[config.mk]
export PLATFORM = sky130hd
export DESIGN_NAME = sha1_padder_flat
export DESIGN_NICKNAME = d
export VERILOG_FILES = /design/src/rtl/sha1_pkg.sv /design/src/rtl/sha1_padder_if.sv /design/src/rtl/sha1_byte_pad.sv /design/src/rtl/sha1_padder.sv /design/src/flat_wrapper.sv
export SDC_FILE = /design/constraint.sdc
export NUM_CORES = 1
export LEC_CHECK = 0
export ABC_AREA = 1
export BUFFER_PORTS_ARGS = -buffer_cell sky130_fd_sc_hd__buf_2
export CAP_MARGIN = 10
export CORE_MARGIN = 10
export CORE_UTILIZATION = 55
export DETAILED_ROUTE_END_ITERATION = 7
export GPL_TIMING_DRIVEN = 0
export PLACE_DENSITY = 0.79
export RECOVER_POWER = 100
export SKIP_CTS_REPAIR_TIMING = 1
export SYNTH_ARGS = -nofsm -noshare
export SYNTH_HDL_FRONTEND = slang
export SYNTH_SLANG_ARGS = --single-unit
[constraint.sdc]
create_clock -name wb_clk_i -period 6.2 [get_ports wb_clk_i]
set_clock_uncertainty 0.15 [all_clocks]
set_input_delay 1.24 -clock wb_clk_i [delete_from_list [all_inputs] [get_ports wb_clk_i]]
set_output_delay 1.24 -clock wb_clk_i [all_outputs]
set_load 0.005 [all_outputs]
[src/rtl/sha1_pkg.sv]
// Shared definitions for the SHA1 padding stage: FSM encoding, pad constants
// and the rule that picks the pad state that follows the last message word.
package sha1_pkg;

  typedef enum logic [2:0] {
    S_DATA,
    S_MARK,
    S_ZERO,
    S_LEN_HI,
    S_LEN_LO
  } state_t;

  localparam logic [31:0] PAD_MARK        = 32'h8000_0000;
  localparam int          WORDS_PER_BLOCK = 16;
  localparam int          BYTES_PER_WORD  = 4;
  localparam logic [7:0]  PAD_BYTE        = 8'h80;
  localparam logic [3:0]  LEN_HI_IDX      = 4'd14;
  localparam logic [3:0]  LEN_LO_IDX      = 4'd15;

  // A marker-carrying word at idx 13 leaves the length slots free immediately.
  function automatic state_t pad_entry_state(input logic [3:0] idx);
    return (idx == LEN_HI_IDX - 4'd1) ? S_LEN_HI : S_ZERO;
  endfunction

  // Marker at idx 14 leaves no room for the length: finish this block, then one more.
  function automatic logic pad_needs_extra(input logic [3:0] idx);
    return idx == LEN_HI_IDX;
  endfunction

endpackage

[src/rtl/sha1_padder_if.sv]
// Word-stream handshake between the message source, the padder and the SHA1 loader.
interface sha1_padder_if;

  logic        in_valid;
  logic        in_ready;
  logic [31:0] in_data;
  logic        in_last;
  logic [2:0]  in_nbytes;
  logic        out_valid;
  logic        out_ready;
  logic [31:0] out_data;
  logic [3:0]  out_idx;
  logic        out_msg_last;

  modport master (
    output in_valid, in_data, in_last, in_nbytes, out_ready,
    input  in_ready, out_valid, out_data, out_idx, out_msg_last
  );

  modport slave (
    input  in_valid, in_data, in_last, in_nbytes, out_ready,
    output in_ready, out_valid, out_data, out_idx, out_msg_last
  );

endinterface

[src/rtl/sha1_byte_pad.sv]
// Combinational marker insertion for the final message word: keeps the valid
// bytes, puts 0x80 right after them and clears the rest.
module sha1_byte_pad
  import sha1_pkg::*;
(
  input  logic [31:0] data_i,
  input  logic [2:0]  nbytes_i,
  output logic [31:0] data_o,
  output logic [2:0]  nbytes_o,
  output logic        full_o,
  output logic        err_o
);

  // Counts above a full word are illegal and are handled as a full word.
  assign err_o    = nbytes_i > 3'(BYTES_PER_WORD);
  assign nbytes_o = err_o ? 3'(BYTES_PER_WORD) : nbytes_i;
  assign full_o   = nbytes_o == 3'(BYTES_PER_WORD);

  genvar gi;
  generate
    for (gi = 0; gi < BYTES_PER_WORD; gi++) begin : g_lane
      assign data_o[31-8*gi -: 8] = (3'(gi) < nbytes_o)  ? data_i[31-8*gi -: 8] :
                                    (3'(gi) == nbytes_o) ? PAD_BYTE : 8'h00;
    end
  endgenerate

endmodule

[src/rtl/sha1_padder.sv]
// SHA1 message padder: turns a byte-aligned word stream into 512-bit blocks
// (16 indexed words) with the 0x80 marker, zero fill and 64-bit bit length.
module sha1_padder
  import sha1_pkg::*;
#(
  parameter int DATA_WIDTH = 32,
  parameter int LEN_WIDTH  = 64
) (
  input  logic         wb_clk_i,
  input  logic         reset,
  sha1_padder_if.slave bus,
  output logic         busy,
  output logic         err
);

  state_t                state_q;
  logic                  extra_q;
  logic [3:0]            idx_q;
  logic [LEN_WIDTH-1:0]  len_q;
  logic [LEN_WIDTH-1:0]  len_d;
  logic [LEN_WIDTH-1:0]  len_add;
  logic                  len_carry;
  logic                  out_valid_q;
  logic [DATA_WIDTH-1:0] out_data_q;
  logic [3:0]            out_idx_q;
  logic                  out_msg_last_q;
  logic                  busy_q, busy_d;
  logic                  err_q, err_d;
  logic                  adv, accept, load;
  logic [31:0]           pad_word;
  logic [2:0]            pad_nbytes;
  logic                  pad_full, pad_err;

  sha1_byte_pad u_byte_pad (
    .data_i   (bus.in_data),
    .nbytes_i (bus.in_nbytes),
    .data_o   (pad_word),
    .nbytes_o (pad_nbytes),
    .full_o   (pad_full),
    .err_o    (pad_err)
  );

  assign adv    = !out_valid_q || bus.out_ready;
  assign accept = bus.in_valid && bus.in_ready;
  // Pad states produce a word on every free output slot; data state waits for input.
  assign load   = (state_q == S_DATA) ? accept : adv;

  assign len_add              = bus.in_last ? LEN_WIDTH'({pad_nbytes, 3'b000}) : LEN_WIDTH'(DATA_WIDTH);
  assign {len_carry, len_d}   = {1'b0, len_q} + {1'b0, len_add};
  assign err_d  = err_q | (accept & (len_carry | (bus.in_last & pad_err)));
  assign busy_d = accept | (busy_q & ~(out_valid_q & bus.out_ready & out_msg_last_q));

  always_ff @(posedge wb_clk_i) begin
    if (reset) begin
      state_q        <= S_DATA;
      extra_q        <= 1'b0;
      idx_q          <= 4'd0;
      len_q          <= '0;
      out_valid_q    <= 1'b0;
      out_data_q     <= '0;
      out_idx_q      <= 4'd0;
      out_msg_last_q <= 1'b0;
      busy_q         <= 1'b0;
      err_q          <= 1'b0;
    end else begin
      busy_q <= busy_d;
      err_q  <= err_d;
      if (load) begin
        out_valid_q    <= 1'b1;
        out_idx_q      <= idx_q;
        idx_q          <= idx_q + 4'd1;
        out_msg_last_q <= 1'b0;
        unique case (state_q)
          S_DATA: begin
            len_q      <= len_d;
            out_data_q <= bus.in_last ? pad_word : bus.in_data;
            if (bus.in_last) begin
              if (pad_full) begin
                state_q <= S_MARK;
              end else begin
                state_q <= pad_entry_state(idx_q);
                extra_q <= pad_needs_extra(idx_q);
              end
            end
          end
          S_MARK: begin
            out_data_q <= PAD_MARK;
            state_q    <= pad_entry_state(idx_q);
            extra_q    <= pad_needs_extra(idx_q);
          end
          S_ZERO: begin
            out_data_q <= '0;
            if (idx_q == LEN_LO_IDX) begin
              extra_q <= 1'b0;
            end else if (idx_q == LEN_HI_IDX - 4'd1 && !extra_q) begin
              state_q <= S_LEN_HI;
            end
          end
          S_LEN_HI: begin
            out_data_q <= len_q[LEN_WIDTH-1 -: DATA_WIDTH];
            state_q    <= S_LEN_LO;
          end
          S_LEN_LO: begin
            out_data_q     <= len_q[DATA_WIDTH-1:0];
            out_msg_last_q <= 1'b1;
            len_q          <= '0;
            state_q        <= S_DATA;
          end
          default: state_q <= S_DATA;
        endcase
      end else if (bus.out_ready) begin
        out_valid_q <= 1'b0;
      end
    end
  end

  assign bus.in_ready     = (state_q == S_DATA) && adv;
  assign bus.out_valid    = out_valid_q;
  assign bus.out_data     = out_data_q;
  assign bus.out_idx      = out_idx_q;
  assign bus.out_msg_last = out_msg_last_q;
  assign busy             = busy_q;
  assign err              = err_q;

endmodule

[src/flat_wrapper.sv]
// flat-port wrapper written by rule: the top's interface ports become plain ports
module sha1_padder_flat import sha1_pkg::*;
#(
  parameter int DATA_WIDTH = 32,
  parameter int LEN_WIDTH  = 64
)
  (wb_clk_i, reset, busy, err, bus_in_valid, bus_in_data, bus_in_last, bus_in_nbytes, bus_out_ready, bus_in_ready, bus_out_valid, bus_out_data, bus_out_idx, bus_out_msg_last);
  sha1_padder_if bus_i ();
  input  logic wb_clk_i;
  input  logic reset;
  output logic busy;
  output logic err;
  input wire logic [$bits(bus_i.in_valid)-1:0] bus_in_valid;
  input wire logic [$bits(bus_i.in_data)-1:0] bus_in_data;
  input wire logic [$bits(bus_i.in_last)-1:0] bus_in_last;
  input wire logic [$bits(bus_i.in_nbytes)-1:0] bus_in_nbytes;
  input wire logic [$bits(bus_i.out_ready)-1:0] bus_out_ready;
  output wire logic [$bits(bus_i.in_ready)-1:0] bus_in_ready;
  output wire logic [$bits(bus_i.out_valid)-1:0] bus_out_valid;
  output wire logic [$bits(bus_i.out_data)-1:0] bus_out_data;
  output wire logic [$bits(bus_i.out_idx)-1:0] bus_out_idx;
  output wire logic [$bits(bus_i.out_msg_last)-1:0] bus_out_msg_last;
  assign bus_i.in_valid = bus_in_valid;
  assign bus_i.in_data = bus_in_data;
  assign bus_i.in_last = bus_in_last;
  assign bus_i.in_nbytes = bus_in_nbytes;
  assign bus_i.out_ready = bus_out_ready;
  assign bus_in_ready = bus_i.in_ready;
  assign bus_out_valid = bus_i.out_valid;
  assign bus_out_data = bus_i.out_data;
  assign bus_out_idx = bus_i.out_idx;
  assign bus_out_msg_last = bus_i.out_msg_last;
  sha1_padder #(.DATA_WIDTH(DATA_WIDTH), .LEN_WIDTH(LEN_WIDTH)) u_core (.wb_clk_i(wb_clk_i), .reset(reset), .bus(bus_i), .busy(busy), .err(err));
endmodule
# ---- Yosys cells after proc, flatten, opt, wreduce, memory -nomap -nowiden
# Cells that the tools add are included.
dict set report word_totals {
  ff_bits 112
  wordCells 85
}
dict set report op_classes {
  add_sub_neg 2
  n_lt_le_gt_ge 5
  n_eq_ne 16
  mux 27
  bitwise 9
  n_reduce_logical 16
}
# operator n
set ops {}
lappend ops {{32-bit case mux with 5 select lines} 1}
lappend ops {{64-bit case mux with 2 select lines} 1}
lappend ops {{64-bit by 64-bit adder with 65-bit output} 1}
lappend ops {{8-bit 2-to-1 mux} 8}
lappend ops {{32-bit 2-to-1 mux} 1}
lappend ops {{3-bit 2-to-1 mux} 5}
lappend ops {{4-bit == test (second input constant)} 3}
lappend ops {{3-bit case mux with 4 select lines} 1}
lappend ops {{1-bit 2-to-1 mux} 8}
lappend ops {{2-bit by 3-bit == test with 1-bit output (first input constant)} 2}
lappend ops {{3-bit by 2-bit == test with 1-bit output (second input constant)} 2}
lappend ops {{3-bit == test (second input constant)} 2}
lappend ops {{3-bit logical NOT} 2}
lappend ops {{1-bit by 3-bit less-than comparator with 1-bit output (first input constant)} 2}
lappend ops {{2-bit by 3-bit less-than comparator with 1-bit output (first input constant)} 2}
lappend ops {{6-bit 2-to-1 mux} 1}
lappend ops {{2-bit != test (second input constant)} 3}
lappend ops {{1-bit bitwise AND} 5}
lappend ops {{5-bit AND reduction} 1}
lappend ops {{5-bit nonzero test} 1}
lappend ops {{4-bit by 1-bit adder with 4-bit output (second input constant)} 1}
lappend ops {{2-bit by 1-bit != test with 1-bit output (second input constant)} 2}
lappend ops {{2-bit AND reduction} 2}
lappend ops {{4-bit AND reduction} 1}
lappend ops {{other kinds (11)} 17}

# ---- Longest topological paths before layout
dict set report logic_depth {
  depth_word 7
  ltp_mapped 15
  ltp_nobuf 15
}

# ---- By module
# From an unflattened synthesis, not the netlist that was laid out.
dict set report unflattened {
  hier_cells 1113
  hier_area_um2 6817.8
}
# module instances cells_per_inst area_per_inst_um2 seq_area_each_um2
set by_module_without_submodules {}
lappend by_module_without_submodules {sha1_padder 1 1041 6467.5 2182.1}
lappend by_module_without_submodules {sha1_byte_pad 1 72 350.3 0.0}

# ---- Least setup slack after synthesis
# Ideal clock, no wire load.
dict set report synth_path {
  path_type {input to register}
  startpoint {input port bus_in_nbytes[2]}
  endpoint {register u_core.len_q[30]}
  setup_ps 113
  arrival_ps 2936
  setup_slack_ps 3001
  path_stages 14
  path_buffers 1
  cell_sequence {inv_1 nand2_1 clkbuf_1 nor2_1 ha_1 nand2_1 nor2_1 nor2_1 nor2_1 nand2_1 nor2_2 nand4_1 nor2_1 nor2_1}
}
dict set report synth_between {
  elab_chain_len 5
}
# item line_no
set synth_lines {}
lappend synth_lines {{start: declaration} flat_wrapper.sv:16} ;# input wire logic [$bits(bus_i.in_nbytes)-1:0] bus_in_nbytes;
lappend synth_lines {{3-bit > comparator} sha1_byte_pad.sv:15} ;# assign err_o = nbytes_i > 3'(BYTES_PER_WORD);
lappend synth_lines {{3-bit 2-to-1 mux *} sha1_byte_pad.sv:16} ;# assign nbytes_o = err_o ? 3'(BYTES_PER_WORD) : nbytes_i;
lappend synth_lines {{6-bit 2-to-1 mux *} sha1_padder.sv:48} ;# assign len_add = bus.in_last ? LEN_WIDTH'({pad_nbytes, 3'b000}) : LEN_WIDTH'(DATA_WIDTH);
lappend synth_lines {{64-bit by 64-bit adder with 65-bit output *} sha1_padder.sv:49} ;# assign {len_carry, len_d} = {1'b0, len_q} + {1'b0, len_add};
lappend synth_lines {{64-bit case mux with 2 select lines *} sha1_padder.sv:73} ;# unique case (state_q)
lappend synth_lines {{end signal: assignment} sha1_padder.sv:75} ;# len_q <= len_d;
lappend synth_lines {{end: declaration} sha1_padder.sv:19} ;# logic [LEN_WIDTH-1:0] len_q;
# Every way passes the cells marked *; elsewhere a longest branch is shown, timed or not.
# A chain may end at the register's enable or synchronous reset.

# ---- Worst setup path in the final report
# Same ends and word-level chain as after synthesis.

==> results by group <==
Floorplan
  – Core area: 0.0108 sq mm
  – Initial Util: 56.0%
  – DIE WIDTH: 125 um
  – Die H: 125 um
  – Io pins: 81
  – Placement row count: 38
  – Die ar.: 0.0156 sq mm

Timing
  – Worst slew pin tran: ~0.62 ns
  – Period utilization: 61.4%
  – Hold slack: approximately 0.33 ns
  – Fin Setup TNS: 0 ns
  – # setup viols final: 0
  – RSZ-0062 raised after global routing: false
  – Max Slew Vio Count: 0
  – Min Tclk post-route: 3.81 ns
  – Final hold viol count: 0
  – Max_slew headroom: 58.1%
  – Peak Freq: around 260 MHz

Setup path
  – Worst setup SP type: input port
  – Most frequent CP cell: nor2_1
  – Worst EP arrival: 4.00 ns
  – CP max stage delay: ~0.5 ns
  – CP max FO: 10
  – Critical path cell sequence: clkbuf_1 > inv_1 > nand2_1 > clkbuf_1 > nor2_1 > ha_1 > nand2_1 > nor2_1 > nor2_1 > nor2_1 > nand2_1 > nor2_1 > nand4_1 > nand2_1 > nand2_1 > nor2_1
  – Slowest CP cell: nor2_1
  – Setup Crit Path Kind: input port to flop
  – Required time worst endpoint: 6.39 ns
  – CP Capture Type: flop

Synth
  – Synth Cell Area: roughly 0.0061 sq mm
  – Netlist cell types: 36
  – Synth Warn #: 0
  – Mapped Cells: 967
  – Area share of the largest cell type after synthesis: 36.0%
  – Yosys top cell by area: dfxtp_1
  – Area contributors post-synth: dfxtp_1, nand2_1, nor2_1
  – Most frequent cell after synthesis: nand2_1
  – Commonest cells in the netlist: nand2_1, nor2_1, inv_1
  – #FFs+latches synth: 109
  – Sequential share of the synthesized area: a little over a third
  – Top FF cell, synth: dfxtp_1
  – Synth Area per Inst: between 6 and 7 sq um
  – Synth Net Count: between 1000 and 1500
  – Post-synth EDFFs: 0
  – Post-synthesis async set-or-reset flop share: 0%

Pwr
  – Pwr dens: 347 mW/mm^2
  – Net Sw Frac: 41.8%
  – Largest vdd supply drop: roughly 0.00029 V
  – Final Total Pwr: roughly 0.0023 W
  – Clk pwr share: about a fifth
  – Gate power share: between 30 and 40%
  – Leakage power: 2.79 nW
  – Flop pwr share: between 30 and 40%
  – Switch Pwr: 0.000980 W
  – Int Power: 0.00136 W

Drt
  – Via count: 6801
  – DRC errors left: 0
  – Post-Route WL: 20600 um
  – DR vias/cell: 5.65
  – First-pass DRT Iterations: 6
  – First DRT Iteration DRCs: 856
  – Routed length per instance: ~17 um
  – ANT nets after route: 0

GRT
  – Largest net degree at the start of global routing: 17
  – Vias in the first global route: 6144
  – Global-route wire length before repair: 31900 um
  – Number of antenna violations at the first check in global routing: 0
  – Overall Global Routing Usage: between 20% and 30%
  – Total congestion overflow: 0

Cells and area
  – Area Overhead vs Synth: 11.3%
  – Utilization after layout: 62.3%
  – Final Instance Area: a little under 0.007 sq mm
  – Layout cell share with drive strength beyond 1: around 7.4%
  – FILL cells: ~1100
  – Total inserted antenna cells: 0
  – Seq. cell area: about 0.0022 sq mm
  – Multi-input gate area: 0.00322 sq mm
  – Nets: 1105

Clock network
  – CTS sink cnt: 109
  – Root buf cell: clkbuf_8
  – CTS max path bufs: 2
  – CTS tree: yes
  – Clk_lat worst skew: around 0.40 ns
  – CTS buffer count: 9
  – Max H-tree Level: 3
  – Worst-path clk slew: around 0.10 ns

Placement
  – GPL Wtd Cong: 0.998
  – Port Buffers: 80
  – Post-DP HPWL: 16200 um
  – DP Area: approximately 0.0066 sq mm

Status
  – Outcome: finished, final reports clean

Flow run
  – Max-cap violation count: 0

Hold path
  – HP Class: flop to flop
==> logic make-up after synthesis <==
logic type / after synthesis / share of synthesized area [%]
AO/OA/AOI/OAI: 179 / 16.9
buffers and inverters: 156 / 10.0
AND/OR/NAND/NOR: 516 / 35.6
flip-flops: 109 / 36.0
adder cells (fa/ha/maj): 7 / 1.57
==> worst paths after layout <==
| path | depth (start not counted) | slack, ns | start | end |
|---|---|---|---|---|
| worst max register to register | 11 | 3.69 | u_core.len_q[5] | u_core.len_q[30] |
| worst max-delay path | 16 | 2.39 | bus_in_nbytes[2] | u_core.len_q[30] |
| worst min register to register | 2 | 0.33 | u_core.busy | u_core.busy |
| worst min-delay path | 2 | 0.33 | u_core.busy | u_core.busy |
==> area by class of cell <==
class	count	area share [%]
multi-input cells	702	47.6
flip-flops and latches	109	32.3
inverters	131	7.28
repair buffers	80	5.26
well taps	140	2.59
clock buffers	12	2.30
plain buffers	25	1.59
clock inverters	4	1.04
==> layer usage <==
metal  up-vias  track usage, %  part of all wire, %
li1       3318               -                    -
met1      3058            31.3                   40
met2       362            40.0                   45
met3        63            5.79                  9.8
met4         0            12.5                  4.7
met5         -               0                    0
==> power groups by stage <==
stage	Sequential, W	Clock (W)	Combinational [W]
floorplan	0.000924	0	0.000601
global placement	0.000914	0	0.000948
detailed placement	0.000919	0	0.000962
CTS	0.000905	0.000499	0.000967
global route	0.000924	0.000522	0.00103
finish	0.000909	0.000501	0.000934
==> flip-flops by register name, indices dropped and copies added, names as in the netlist <==
name	flops
u_core.idx_q	4
u_core.bus.out_data	32
u_core.extra_q	1
u_core.bus.out_msg_last	1
u_core.bus.out_valid	1
u_core.busy	1
u_core.state_q	3
u_core.bus.out_idx	4
u_core.len_q	61
u_core.err	1
==> layout by cell type, fill, tap and decap left out, types with 6 or more instances in the layout <==
master / count
clkbuf_8: 11
nand4_1: 18
inv_1: 126
o22ai_1: 10
dfxtp_1: 109
nor3_1: 30
clkbuf_1: 53
a31oi_1: 7
a21oi_1: 70
ha_1: 6
buf_2: 51
nor2_1: 172
o221ai_1: 6
o211ai_1: 11
nand3_1: 56
nand2_1: 232
o21a_1: 7
o21ai_0: 59
==> worst max-delay path: cells and delay by family <==
| family | cells | cell delay, ns |
|---|---|---|
| fa+ha+maj | 1 | 0.33 |
| buf+inv | 3 | 0.59 |
| simple gates | 12 | 1.82 |
==> metrics by stage <==
stage | std cells | setup WS [ns]
after floorplan | 967 | 3.00
after global placement | 1187 | 2.27
after detailed placement | 1187 | 2.27
after CTS | 1203 | 2.66
after global routing | 1203 | 2.02
final | 1203 | 2.39
Power figures use the tool's default switching activity.
